## src/rtl/csr_pkg.sv

```systemverilog
// Shared CSR definitions: decoded addresses, modify encodings, UART status bits
// and the transmit FSM state type.
package csr_pkg;

    localparam logic [11:0] CSR_UART = 12'hbc0;
    localparam logic [11:0] CSR_SIM  = 12'h3ff;

    typedef enum logic [2:0] {
        MOD_NONE  = 3'd0,
        MOD_WRITE = 3'd1,
        MOD_SET   = 3'd2,
        MOD_CLEAR = 3'd3
    } csr_mod_e;

    localparam int unsigned UART_ST_FULL = 8;
    localparam int unsigned UART_ST_BUSY = 9;
    localparam int unsigned UART_ST_OVF  = 10;

    typedef enum logic [1:0] {
        TX_IDLE,
        TX_START,
        TX_DATA,
        TX_STOP
    } tx_state_e;

endpackage

```

## src/rtl/sync_fifo.sv

```systemverilog
// Single-clock FIFO, depth 2**AW, with occupancy count; pushes when full and
// pops when empty are ignored.
module sync_fifo #(
    parameter int unsigned WIDTH = 8,
    parameter int unsigned AW    = 3
) (
    input  logic             clk,
    input  logic             rstn,
    input  logic             push,
    input  logic             pop,
    input  logic [WIDTH-1:0] din,
    output logic [WIDTH-1:0] dout,
    output logic             full,
    output logic             empty,
    output logic [AW:0]      count
);

    localparam int unsigned DEPTH   = 1 << AW;
    localparam logic [AW:0] DEPTH_C = (AW+1)'(DEPTH);

    logic [WIDTH-1:0] mem [DEPTH];
    logic [AW-1:0]    wr_ptr;
    logic [AW-1:0]    rd_ptr;
    logic             do_push;
    logic             do_pop;

    assign full    = (count == DEPTH_C);
    assign empty   = (count == '0);
    assign do_push = push & ~full;
    assign do_pop  = pop & ~empty;
    assign dout    = mem[rd_ptr];

    always_ff @(posedge clk or negedge rstn) begin
        if (!rstn) begin
            wr_ptr <= '0;
            rd_ptr <= '0;
            count  <= '0;
        end else begin
            if (do_push) wr_ptr <= wr_ptr + 1'b1;
            if (do_pop)  rd_ptr <= rd_ptr + 1'b1;
            case ({do_push, do_pop})
                2'b10:   count <= count + 1'b1;
                2'b01:   count <= count - 1'b1;
                default: count <= count;
            endcase
        end
    end

    always_ff @(posedge clk) begin
        if (do_push) mem[wr_ptr] <= din;
    end

endmodule

```

## src/rtl/csr_uart_tx.sv

```systemverilog
// CSR-mapped 8N1 UART transmitter: byte writes are queued in a FIFO and sent
// on uart_tx; reads return full/busy/overflow status.
module csr_uart_tx
    import csr_pkg::*;
#(
    parameter logic [11:0] CSR_ADDR = CSR_UART,
    parameter int unsigned BAUD_DIV = 24,
    parameter int unsigned FIFO_AW  = 3
) (
    input  logic        clk,
    input  logic        rstn,
    input  logic        csr_read,
    input  logic [11:0] csr_addr,
    input  logic [2:0]  csr_modify,
    input  logic [31:0] csr_wdata,
    output logic [31:0] csr_rdata,
    output logic        csr_valid,
    output logic        uart_tx,
    output logic        tx_busy
);

    localparam logic [15:0] BAUD_LAST = 16'(BAUD_DIV - 1);

    logic [11:0]      q_addr;
    logic             q_rd;
    logic             sel;
    logic             wr_req;
    logic             clr_req;
    logic             ovf_q;

    logic             fifo_push;
    logic             fifo_pop;
    logic [7:0]       fifo_dout;
    logic             fifo_full;
    logic             fifo_empty;
    logic [FIFO_AW:0] fifo_count;

    tx_state_e        state_q;
    tx_state_e        state_d;
    logic [15:0]      baud_cnt;
    logic             bit_end;
    logic [2:0]       idx;
    logic [7:0]       shift;

    logic             unused_wdata;
    assign unused_wdata = ^{csr_wdata[31:11], csr_wdata[9:8]};

    always_ff @(posedge clk or negedge rstn) begin
        if (!rstn) begin
            q_addr <= '0;
            q_rd   <= 1'b0;
        end else begin
            q_addr <= csr_addr;
            q_rd   <= csr_read;
        end
    end

    assign sel       = (q_addr == CSR_ADDR);
    assign csr_valid = sel & (q_rd | (csr_modify != MOD_NONE));
    assign wr_req    = sel & (csr_modify == MOD_WRITE);
    assign clr_req   = sel & (csr_modify == MOD_CLEAR) & csr_wdata[UART_ST_OVF];
    assign fifo_push = wr_req & ~fifo_full;

    always_comb begin
        csr_rdata = '0;
        if (sel) begin
            csr_rdata[UART_ST_FULL] = fifo_full;
            csr_rdata[UART_ST_BUSY] = tx_busy;
            csr_rdata[UART_ST_OVF]  = ovf_q;
        end
    end

    // Full is judged on the registered count, so a same-cycle pop cannot rescue the byte.
    always_ff @(posedge clk or negedge rstn) begin
        if (!rstn)                    ovf_q <= 1'b0;
        else if (wr_req && fifo_full) ovf_q <= 1'b1;
        else if (clr_req)             ovf_q <= 1'b0;
    end

    sync_fifo #(
        .WIDTH (8),
        .AW    (FIFO_AW)
    ) u_fifo (
        .clk   (clk),
        .rstn  (rstn),
        .push  (fifo_push),
        .pop   (fifo_pop),
        .din   (csr_wdata[7:0]),
        .dout  (fifo_dout),
        .full  (fifo_full),
        .empty (fifo_empty),
        .count (fifo_count)
    );

    assign tx_busy = (fifo_count != '0) | (state_q != TX_IDLE);
    assign bit_end = (baud_cnt == BAUD_LAST);

    always_ff @(posedge clk or negedge rstn) begin
        if (!rstn) state_q <= TX_IDLE;
        else       state_q <= state_d;
    end

    always_comb begin
        state_d  = state_q;
        fifo_pop = 1'b0;
        case (state_q)
            TX_IDLE: begin
                if (!fifo_empty) begin
                    fifo_pop = 1'b1;
                    state_d  = TX_START;
                end
            end
            TX_START: begin
                if (bit_end) state_d = TX_DATA;
            end
            TX_DATA: begin
                if (bit_end && idx == 3'd7) state_d = TX_STOP;
            end
            TX_STOP: begin
                if (bit_end) begin
                    if (!fifo_empty) begin
                        fifo_pop = 1'b1;
                        state_d  = TX_START;
                    end else begin
                        state_d  = TX_IDLE;
                    end
                end
            end
            default: state_d = TX_IDLE;
        endcase
    end

    always_comb begin
        uart_tx = 1'b1;
        case (state_q)
            TX_START: uart_tx = 1'b0;
            TX_DATA:  uart_tx = shift[0];
            default:  uart_tx = 1'b1;
        endcase
    end

    // Counter rests at zero in IDLE and wraps at bit_end, so START always begins at zero.
    always_ff @(posedge clk or negedge rstn) begin
        if (!rstn) begin
            baud_cnt <= '0;
            idx      <= '0;
            shift    <= '0;
        end else begin
            if (state_q == TX_IDLE || bit_end) baud_cnt <= '0;
            else                               baud_cnt <= baud_cnt + 1'b1;

            if (state_q == TX_START)              idx <= '0;
            else if (state_q == TX_DATA && bit_end) idx <= idx + 1'b1;

            if (fifo_pop)                           shift <= fifo_dout;
            else if (state_q == TX_DATA && bit_end) shift <= {1'b0, shift[7:1]};
        end
    end

endmodule
```

## config.mk

```make
export PLATFORM = sky130hd
export DESIGN_NAME = csr_uart_tx
export DESIGN_NICKNAME = d
export VERILOG_FILES = /design/src/rtl/csr_pkg.sv /design/src/rtl/sync_fifo.sv /design/src/rtl/csr_uart_tx.sv
export SDC_FILE = /design/constraint.sdc
export NUM_CORES = 1
export LEC_CHECK = 0
export BUFFER_PORTS_ARGS = -buffer_cell sky130_fd_sc_hd__buf_2
export CAP_MARGIN = 20
export CORE_MARGIN = 3
export CORE_UTILIZATION = 35
export CTS_BUF_LIST = sky130_fd_sc_hd__clkbuf_16
export DETAILED_ROUTE_END_ITERATION = 7
export GPL_ROUTABILITY_DRIVEN = 0
export GPL_TIMING_DRIVEN = 0
export PLACE_DENSITY = 0.64
export SYNTH_ARGS = -nofsm -noshare
export SYNTH_HDL_FRONTEND = slang
export SYNTH_SLANG_ARGS = --single-unit
```

## constraint.sdc

```tcl
create_clock -name clk -period 6.8 [get_ports clk]
set_input_delay 1.02 -clock clk [delete_from_list [all_inputs] [get_ports clk]]
set_output_delay 1.02 -clock clk [all_outputs]
set_load 0.05 [all_outputs]
```

Word-level counts from Yosys, hierarchy flattened --
Memories as Yosys holds them, arrays and structs flattened. Index checks and enable logic that the tools add are counted.
Word-level totals: register bits after elaboration 53, latch bits 0, bits in writable memories 64, bits in read-only memories 0, bits of input ports 50, output and inout port bits 35, word-level logic and storage cells 78, memories 1
Cells by class: add/sub/neg operators 6, multipliers 0, divide/modulo/power cells 0, $lt $le $gt $ge 0, equal/unequal tests 15, shift-type cells 0, muxes and demuxes 21, bitwise operators 11, reductions and logical operators 14
Memory list:
- u_fifo.mem | words 8, bits a word 8, rd ports 1, clocked after memory_dff 0, wr ports 1, line sync_fifo.sv:21 | logic [WIDTH-1:0] mem [DEPTH];
Operators with widths (number):
- 16-bit by 1-bit adder with 16-bit output, second input constant | 1
- 16-bit by 5-bit equality test with 1-bit output, second input constant | 1
- 16-bit 2-to-1 mux | 1
- 8-bit 2-to-1 mux | 2
- 12-bit equality test, second input constant | 1
- 2-bit nonzero test | 5
- 3-bit by 1-bit adder with 3-bit output, second input constant | 3
- 3-bit 2-to-1 mux | 3
- 2-bit 2-to-1 mux | 4
- 2-bit inequality test, second input constant | 4
- 2-bit one-hot mux with 4 select lines | 1
- 4-bit one-hot mux with 2 select lines | 1
- 1-bit AND | 7
- 1-bit 2-to-1 mux | 7
- 2-bit equality test, second input constant | 3
- 4-bit by 1-bit adder with 4-bit output, second input constant | 1
- 2-bit by 1-bit equality test with 1-bit output, second input constant | 2
- 4-bit equality test, second input constant | 1
- 4-bit logical NOT | 1
- 1-bit one-hot mux with 2 select lines | 2
- 4-bit AND reduction | 1
- 4-bit nonzero test | 1
- 4-bit by 1-bit subtractor with 4-bit output, second input constant | 1
- 3-bit by 1-bit equality test with 1-bit output, second input constant | 1
- other kinds (8) | 12

Logic depth before layout (Yosys ltp) --
depth after elaboration 7, gate-level depth with buffers 14, gate-level depth less buffers 13

Modules after synthesis --
Synthesis repeated with hierarchy kept, for this count alone.
Unflattened totals: cells, all modules 369, area total of the unflattened synthesis 5337.6 um2
Modules (own cells, without submodules):
- sync_fifo | times used 1, cells each 160, area each 3134.3 um2, seq. area each 2172.1 um2
- csr_uart_tx | times used 1, cells each 209, area each 2203.4 um2, seq. area each 1076.0 um2

Least setup slack after synthesis --
Ideal clock, no wire load.
path type in2out, start input csr_modify[0], end output csr_valid, arrival 1830 ps, required time 5780 ps, setup slack 3950 ps, stages 2, buffers on the path 0, path through nor2_1 a21oi_1
On the way: cells in the longest elaborated chain, start to end 3
RTL lines:
- start, declared | line csr_uart_tx.sv:14 | input logic [2:0] csr_modify,
- 3-bit nonzero test | line csr_uart_tx.sv:59 | assign csr_valid = sel & (q_rd | (csr_modify != MOD_NONE));
- 1-bit bitwise OR | line csr_uart_tx.sv:59
- 1-bit AND | line csr_uart_tx.sv:59
- end, declared | line csr_uart_tx.sv:17 | output logic csr_valid,
No other way between the ends.

Final worst setup path --
start register q_addr[1], end output csr_rdata[9]
On the way: cells in the longest elaborated chain, start to end 2
RTL lines:
- start, declared | line csr_uart_tx.sv:24 | logic [11:0] q_addr;
- start signal, assigned | line csr_uart_tx.sv:53 | q_addr <= csr_addr;
- 12-bit equality test | line csr_uart_tx.sv:58 | assign sel = (q_addr == CSR_ADDR);
- 3-bit 2-to-1 mux | line csr_uart_tx.sv:66 | if (sel) begin
- end, declared | line csr_uart_tx.sv:16 | output logic [31:0] csr_rdata,
No other way between the ends.

==> flow_metrics.py <==
metrics = {
    "status": {
        "status": "finished clean",
    },
    "global_routing": {
        "antenna_found_initial": 0,
        "grt_overflow_total": 0,
        "grt_max_degree": 36,
        "grt_util_all_layers": 0.119,
        "grt_pass1_wl_um": 14800,
        "grt_pass1_vias": 2903,
    },
    "clock_tree": {
        "clk_latency_ps": 410,
        "tritoncts": "done",
        "clock_tree.root_cell": "clkbuf_16",
        "clk_pin_slew_ps": 50,
        "clock_sinks": 117,
        "cts_buffers": 17,
        "htree_levels": 4,
        "hold_buffers": 0,
        "cts.repair.resized": 0,
        "cts_buffer_depth": 2,
        "cts_setup_buffers": 0,
    },
    "sta": {
        "max_slew_margin": 0.422,
        "finalCritPeriodShare": 0.468,
        "final-setup-viol-count": 0,
        "rsz0062_at_grt": "false",
        "finalClockSkew_ps": 4.85,
        "finalHoldViolations": 0,
        "slew_violations": 0,
        "max_freq_mhz": 314,
        "finalCriticalPeriod_ps": 3180,
        "worst_pin_slew_ps": 864,
        "finalSetupTns_ps": 0,
    },
    "floorplan": {
        "die_w_um": 128,
        "core_um2": 14100,
        "start_util": 0.365,
        "rows": 43,
        "die_area_um2": 16300,
        "num_io_pins": 85,
        "die_y_um": 128,
    },
    "synthesis": {
        "seq_area_frac_synth": 0.628,
        "syn_inst": 354,
        "ys_ff_latch": 117,
        "syn_avg_cell_area_um2": 14.6,
        "synth_edf_count": 64,
        "ys_types": 45,
        "yosys_most_used_dff": "edfxtp_1",
        "ys_warn_count": 0,
        "synthesis.area_um2": 5170,
        "async_flop_share": 0.453,
    },
    "power": {
        "ir_worst_vdd_mv": 0.208,
        "power_density_nw_per_um2": 372,
        "leakagePower_nw": 2.59,
        "totalPowerFinal_w": 0.00233,
    },
    "worst_setup_path": {
        "cp.buffers_inverters": 1,
        "startpoint_type": "flip-flop",
        "cp-end-kind": "output pin",
        "path_delay_family": "simple AND/OR/NAND/NOR gates",
        "cp_max_fo": 7,
        "path_class": "reg2out",
        "cp.required_ps": 5780,
        "slowest_stage": "nor4_1",
        "slowest_delay_ps": 440,
        "path_cells": "nor4_1, nand3_1, a21oi_1, buf_2",
        "crit_arrival_ps": 2160,
    },
    "cells_and_area": {
        "layout.area.seq_um2": 3250,
        "fin_nets": 498,
        "multi_input_area_um2": 1740,
        "num_antenna_cells": 0,
        "area_growth_pct": 21.1,
        "drive_gt1_frac": 0.277,
        "final_common_cell": "edfxtp_1",
        "final_cell_mix": "64 x edfxtp_1, 53 x dfrtp_1, 40 x nor2_1",
        "fillers": 1254,
    },
    "placement": {
        "dp_hpwl_um": 6140,
        "port_buffers": 32,
    },
    "routing": {
        "num_vias": 2909,
        "drc": 0,
        "via_per_inst": 4.63,
        "first_iter_violations": 160,
        "drt_pass1_iterations": 4,
        "post_drt_wl_per_cell_um": 14.3,
        "ant_nets": 0,
        "wirelength_um": 8990,
    },
    "hold_path": {
        "hp-class": "reg2reg",
    },
    "run": {
        "maxCapViolations": 0,
    },
}
[cell families (layout without fill, tap and decap cells)]
family                     after synthesis  count (layout)  share of synthesized area
AOI/OAI and AO/OA                       17              17                     0.0201
xor gates and xnor gates                23              23                     0.0390
adders and majority gates               13              13                     0.0315
buffers and inverters                   46             112                     0.0569
DFF                                    117             117                      0.628
muxes                                   44              44                      0.125
other                                    1              29                   0.000725
and+or+nand+nor                         93              93                     0.0992
[stage by stage]
| stage | hold WS, ps | std cells | util | cell area (µm²) | setup WS, ps |
|---|---|---|---|---|---|
| floorplan | 433 | 382 | - | 5280 | 3950 |
| global placement | 445 | 594 | 0.400 | 5660 | 3430 |
| detailed placement | 452 | 596 | 0.402 | 5690 | 3710 |
| CTS | 458 | 628 | 0.442 | 6260 | 3630 |
| global route | 483 | 628 | 0.442 | 6260 | 3540 |
| finish | 455 | 628 | 0.442 | 6260 | 3620 |
[sequential cells by signal, summed over array words and instances, names as in the netlist]
register and count:
q_addr 12, shift 8, state_q 2, q_rd 1
u_fifo.count 4, u_fifo.mem 64, ovf_q 1, u_fifo.rd_ptr 3
baud_cnt 16, u_fifo.wr_ptr 3, idx 3
[layout make-up]
| cell class | instances | share of cell area |
|---|---|---|
| inverters | 9 | 0.00540 |
| well taps | 180 | 0.0360 |
| multi-input cells | 219 | 0.278 |
| clock inverters | 15 | 0.0226 |
| plain buffers | 37 | 0.0416 |
| clock buffers | 17 | 0.0679 |
| flip-flops and latches | 117 | 0.519 |
| repair buffers | 34 | 0.0300 |
[final timing paths]
kind	to	cells past startpoint	startpoint	slack [ps]
setup / recovery	csr_rdata[9]	4	q_addr[1]	3620
hold / removal	baud_cnt[0]	1	baud_cnt[0]	460
hold reg to reg	baud_cnt[0]	1	baud_cnt[0]	460
setup reg to reg	u_fifo.count[2]	14	u_fifo.count[1]	3890
max in group asynchronous	shift[4]	2	rstn	5710
min in group asynchronous	q_rd	1	rstn	550
[worst register-to-register path, delay by kind of cell, from the launching register on]
family / cells / cell delay, ps
xor+xnor: 3 / 470
simple gates: 4 / 860
buf+inv: 3 / 420
compound gates: 2 / 220
fa+ha+maj: 2 / 450
flops: 1 / 360
[where the power goes]
part           leakage (nW)  internal, W  total [W]  switching, W
clock                 0.273     0.000533   0.000843      0.000310
sequential             1.25     0.000819   0.000873     0.0000535
combinational          1.07     0.000273   0.000614      0.000341
total                  2.59      0.00163    0.00233      0.000705
[metal layers]
layer / part of all wire / up-vias / GRT usage
li1: - / 1405 / -
met1: 0.44 / 1410 / 0.145
met2: 0.49 / 81 / 0.197
met3: 0.051 / 13 / 0.0368
met4: 0.016 / 0 / 0.0479
met5: 0 / - / 0
[cells in the mapped netlist (2+ instances only)]
| cell type | n | area, µm² |
|---|---|---|
| a21oi_1 | 6 | 30.0 |
| buf_1 | 2 | 7.51 |
| buf_2 | 4 | 20.0 |
| buf_4 | 29 | 218 |
| dfrtp_1 | 53 | 1330 |
| edfxtp_1 | 64 | 1920 |
| ha_1 | 13 | 163 |
| inv_1 | 9 | 33.8 |
| mux2_2 | 2 | 22.5 |
| mux2i_1 | 25 | 250 |
| mux4_2 | 16 | 360 |
| nand2_1 | 13 | 48.8 |
| nand2b_1 | 3 | 18.8 |
| nand3_1 | 8 | 40.0 |
| nand3b_1 | 2 | 15.0 |
| nand4_1 | 6 | 37.5 |
| nor2_1 | 40 | 150 |
| nor3_1 | 5 | 25.0 |
| nor4_1 | 3 | 18.8 |
| o21ai_0 | 4 | 20.0 |
| or3_1 | 2 | 12.5 |
| xnor2_1 | 12 | 105 |
| xor2_1 | 11 | 96.3 |
No activity file was read; power rests on OpenSTA's default activity.
